<file path="src/rtl/fpga_input_ctrl.sv">
// fpga_input_ctrl: services IN by reading slide switches on a confirmed keypress.
// Ports: clk, rst_n, in_req, sw, key_n -> in_data, in_valid, stall, waiting.
module fpga_input_ctrl #(
  parameter int SW_WIDTH        = 18,
  parameter int DEBOUNCE_CYCLES = 250000,
  parameter int CNT_WIDTH       = 18
) (
  input  logic                clk,
  input  logic                rst_n,
  input  logic                in_req,
  input  logic [SW_WIDTH-1:0] sw,
  input  logic                key_n,
  output logic [31:0]         in_data,
  output logic                in_valid,
  output logic                stall,
  output logic                waiting
);

  typedef enum logic [2:0] {
    S_IDLE,
    S_ARM,
    S_WAIT_PRESS,
    S_WAIT_RELEASE,
    S_DONE
  } state_t;

  localparam logic [CNT_WIDTH-1:0] CNT_LAST =
    CNT_WIDTH'(DEBOUNCE_CYCLES - 1);

  logic [SW_WIDTH-1:0]  sw_m_q, sw_m_d;
  logic [SW_WIDTH-1:0]  sw_s_q, sw_s_d;
  logic                 key_m_q, key_m_d;
  logic                 key_s_q, key_s_d;
  logic                 key_db_q, key_db_d;
  logic [CNT_WIDTH-1:0] cnt_q, cnt_d;
  state_t               state_q, state_d;
  logic [31:0]          in_data_q, in_data_d;
  logic                 in_valid_q, in_valid_d;
  logic                 press_ev;
  logic                 release_ev;

  always_ff @(posedge clk or negedge rst_n) begin
    if (!rst_n) begin
      sw_m_q     <= '0;
      sw_s_q     <= '0;
      key_m_q    <= 1'b1;
      key_s_q    <= 1'b1;
      key_db_q   <= 1'b1;
      cnt_q      <= '0;
      state_q    <= S_IDLE;
      in_data_q  <= '0;
      in_valid_q <= 1'b0;
    end else begin
      sw_m_q     <= sw_m_d;
      sw_s_q     <= sw_s_d;
      key_m_q    <= key_m_d;
      key_s_q    <= key_s_d;
      key_db_q   <= key_db_d;
      cnt_q      <= cnt_d;
      state_q    <= state_d;
      in_data_q  <= in_data_d;
      in_valid_q <= in_valid_d;
    end
  end

  // Synchronizers and debounce
  always_comb begin
    sw_m_d   = sw;
    sw_s_d   = sw_m_q;
    key_m_d  = key_n;
    key_s_d  = key_m_q;
    key_db_d = key_db_q;
    cnt_d    = '0;
    if (key_s_q != key_db_q) begin
      if (cnt_q == CNT_LAST) begin
        key_db_d = key_s_q;
      end else begin
        cnt_d = cnt_q + 1'b1;
      end
    end
  end

  // Events coincide with the edge on which the debounced level flips
  assign press_ev   = key_db_q & ~key_db_d;
  assign release_ev = ~key_db_q & key_db_d;

  always_comb begin
    state_d    = state_q;
    in_data_d  = in_data_q;
    in_valid_d = 1'b0;
    unique case (state_q)
      S_IDLE: begin
        if (in_req) begin
          state_d = key_db_q ? S_WAIT_PRESS : S_ARM;
        end
      end
      S_ARM: begin
        if (!in_req) begin
          state_d = S_IDLE;
        end else if (release_ev) begin
          state_d = S_WAIT_PRESS;
        end
      end
      S_WAIT_PRESS: begin
        if (!in_req) begin
          state_d = S_IDLE;
        end else if (press_ev) begin
          in_data_d = 32'(sw_s_q);
          state_d   = S_WAIT_RELEASE;
        end
      end
      S_WAIT_RELEASE: begin
        if (!in_req) begin
          state_d = S_IDLE;
        end else if (release_ev) begin
          in_valid_d = 1'b1;
          state_d    = S_DONE;
        end
      end
      S_DONE: begin
        if (!in_req) begin
          state_d = S_IDLE;
        end
      end
      default: state_d = S_IDLE;
    endcase
  end

  // Decoded from the state flop so reset clears them without a clock
  assign stall = (state_q == S_ARM) ||
                 (state_q == S_WAIT_PRESS) ||
                 (state_q == S_WAIT_RELEASE);
  assign waiting  = stall;
  assign in_data  = in_data_q;
  assign in_valid = in_valid_q;

endmodule

</file>
<file path="config.mk">
export PLATFORM = sky130hd
export DESIGN_NAME = fpga_input_ctrl
export DESIGN_NICKNAME = d
export VERILOG_FILES = /design/src/rtl/fpga_input_ctrl.sv
export SDC_FILE = /design/constraint.sdc
export NUM_CORES = 1
export LEC_CHECK = 0
export ABC_AREA = 1
export CORE_ASPECT_RATIO = 0.8
export CORE_MARGIN = 3
export CORE_UTILIZATION = 56
export CTS_CLUSTER_DIAMETER = 50
export DETAILED_ROUTE_END_ITERATION = 6
export PLACE_DENSITY = 0.8
export SYNTH_ARGS = -nofsm -noshare
export SYNTH_HDL_FRONTEND = slang
export SYNTH_SLANG_ARGS = --single-unit
</file>
<file path="constraint.sdc">
create_clock -name clk -period 3 [get_ports clk]
set_input_delay 0.9 -clock clk [delete_from_list [all_inputs] [get_ports clk]]
set_output_delay 0.9 -clock clk [all_outputs]
set_load 0.005 [all_outputs]
</file>
==> results.py <==
metrics = {
    "cts": {
        "clk_pin_slew_worst_paths_ns": 0.08,
        "clkSinkCount": 79,
        "cts_tree": "built",
        "post_cts_buffers": 0,
        "cts_hold_buf": 0,
        "post_cts_resized": 0,
        "clk_path_buf_depth": 2,
        "ctsHtreeMaxLevel": 3,
        "cts-buffers-inserted": 9,
        "cts_root_buf": "clkbuf_8",
        "clock_latency_ns": 0.35,
    },
    "timing": {
        "max_freq_mhz": 403,
        "skew_ns": 0.0100,
        "relSlewSlack": 0.380,
        "final_hold_viol_count": 0,
        "fin_crit_sh": 0.827,
        "period_needed_ns": 2.48,
        "worstMarginPinSlew_ns": 0.924,
        "setup-tns-final_ns": 0,
        "drv_slew": 0,
        "setup_viol": 0,
        "hold_slack_ns": 0.339,
        "rsz0062_at_grt": "no",
    },
    "placement": {
        "placed_area_um2": 3600,
        "dpl.cell_count": 409,
        "port_buffers": 42,
        "hpwl_um": 3660,
        "gp_congestion": 0.868,
    },
    "cells_and_area": {
        "syn_to_final_growth_pct": 20.5,
        "nNetsFinal": 368,
        "antenna_cells": 0,
        "fill_cells": 397,
        "layout-drive-gt1-share": 0.163,
        "postLayoutCellArea_um2": 3820,
        "final_cells": 425,
    },
    "worst_setup_path": {
        "cp-end-kind": "output pin",
        "worstPathRequired_ns": 2.10,
        "crit_path_max_fanout": 6,
        "crit_type": "flop to output pin",
        "critPathSlowestCell": "clkdlybuf4s50_1",
        "slowest_delay_ns": 0.46,
        "path_common_cell": "nor2_1",
        "cp_cell_sequence": "nor2_1 -> nor2_1 -> clkdlybuf4s50_1",
        "cp_data_arrival_time_ns": 1.58,
        "cp-start-kind": "flop",
    },
    "run": {
        "max_cap_viol_count": 0,
    },
    "logic_synthesis": {
        "ys_seq_elements": 79,
        "syn_area_per_cell_um2": 10.7,
        "syn-cell-area_um2": 3170,
        "synth_cell_types": 33,
        "seq_area_frac_synth": 0.625,
        "async_flop_share": 1.00,
        "netlist_instances": 297,
        "synth-warning-count": 0,
        "synth_edf_count": 0,
        "yosys_most_used_dff": "dfrtp_1",
    },
    "drt": {
        "wl_per_cell_um": 12.2,
        "wl_um": 5190,
        "drt_iter0_drc": 93,
        "drc": 0,
        "via_per_inst": 4.76,
        "vias": 2021,
        "drt_pre_antenna_iters": 4,
        "drtAntennaViolNets": 0,
    },
    "global_route": {
        "antenna_found_initial": 0,
        "gr-total-overflow": 0,
        "grt_pass1_wl_um": 8950,
        "track_usage": 0.177,
        "grt_max_degree": 80,
        "grt_pass1_vias": 1943,
    },
    "power": {
        "powerDensity_nw_per_um2": 575,
        "p_leak_nw": 1.76,
        "irDropWorstVdd_mv": 0.406,
    },
    "die": {
        "ios": 57,
        "row_count": 23,
        "die_w_um": 90.1,
        "die_h_um": 73.3,
        "initial_core_util": 0.605,
        "coreArea_um2": 5240,
        "die-area_um2": 6610,
    },
    "run_status": {
        "status": "finished clean",
    },
    "worst_hold_path": {
        "min_path_type": "flop to flop",
    },
}
cells by family after synthesis:
family	after synthesis	share of synthesized area
buffers and inverters	62	0.0987
adders and majority gates	1	0.00395
and+or+nand+nor	117	0.178
other	1	0.00118
AOI/OAI and AO/OA	28	0.0687
DFF	79	0.625
xor gates and xnor gates	9	0.0249
routing by layer:
layer / vias to the layer above / GRT usage / routed length (µm)
met5: - / 0 / 0
met4: 0 / 0.0526 / 39
met3: 5 / 0.0788 / 268
met1: 963 / 0.237 / 2520
li1: 998 / - / -
met2: 55 / 0.264 / 2370
power breakdown:
| group | internal (mW) | switching [mW] |
|---|---|---|
| Combinational | 0.0955 | 0.118 |
| Sequential | 1.11 | 0.0251 |
| Clock | 0.473 | 0.378 |
worst paths after layout:
check                                 from          end  slack [ns]  depth (start not counted)
worst max-delay path            state_q[0]        stall        0.52                          3
worst min-delay path            sw_m_q[16]   sw_s_q[16]        0.34                          0
worst max register to register    cnt_q[0]  in_data[16]        0.91                          8
worst min register to register  sw_m_q[16]   sw_s_q[16]        0.34                          0
max in group asynchronous            rst_n     key_db_q        2.11                          2
min in group asynchronous            rst_n   sw_s_q[12]        0.56                          2
synth_stat cells (2+ instances only):
cell type	n	area [µm²]
dfrtp_1	76	1900
inv_1	36	135
nand2_1	35	131
nor2_1	35	131
o21ai_2	18	158
buf_4	15	113
nand3_1	14	70.1
nand2_2	10	62.6
xor2_1	8	70.1
nand4_1	7	43.8
nor3_1	7	35.0
inv_2	6	22.5
a21oi_1	3	15.0
buf_6	3	33.8
dfstp_2	3	78.8
nor3b_1	2	15.0
nor4_1	2	12.5
o21ai_1	2	10.0
through the flow:
stage / setup slack [ns] / utilization / power (mW)
global placement: 0.551 / 0.687 / 1.36
CTS: 0.505 / 0.729 / 2.23
global route: 0.399 / 0.729 / 2.31
finish: 0.519 / 0.729 / 2.20
floorplan: 1.28 / - / 1.28
detailed placement: 0.516 / 0.687 / 1.37
state kept, by name, summed over array words and instances, names as in the netlist:
signal	count
cnt_q	18
in_data	18
sw_m_q	18
sw_s_q	18
state_q	3
in_valid	1
key_db_q	1
key_m_q	1
key_s_q	1
final cells by class:
type                    count  area (µm²)  area share
clock buffers              10         128      0.0334
clock inverters             6        92.6      0.0242
inverters                  43         161      0.0423
multi-input cells         169         926       0.242
flip-flops and latches     79        1980       0.519
well taps                  75        93.8      0.0246
repair buffers             43         438       0.115
layout by cell type, fill, tap and decap left out, types with 2 or more instances in the layout:
cell             synthesis  layout
dfrtp_1                 76      76
nor3_1                   7       7
nor3b_1                  2       2
conb_1                   1      14
clkbuf_8                 0       9
bufinv_16                0       2
nand2_1                 35      35
nand2_2                 10      10
a21oi_1                  3       3
nor2_1                  35      35
nor4_1                   2       2
nand3_1                 14      14
nand4_1                  7       7
inv_1                   36      36
xor2_1                   8       8
o21ai_2                 18      18
clkinvlp_4               0       2
clkdlybuf4s50_1          0      41
inv_2                    6       6
o21ai_1                  2       2
dfstp_2                  3       3
worst max-delay path, delay by kind of cell, from the launching register on:
| family | cells | cell delay [ns] |
|---|---|---|
| AND/OR/NAND/NOR | 2 | 0.34 |
| flip-flops | 1 | 0.44 |
| buffers and inverters | 1 | 0.46 |
No activity file was read; power rests on OpenSTA's default activity.
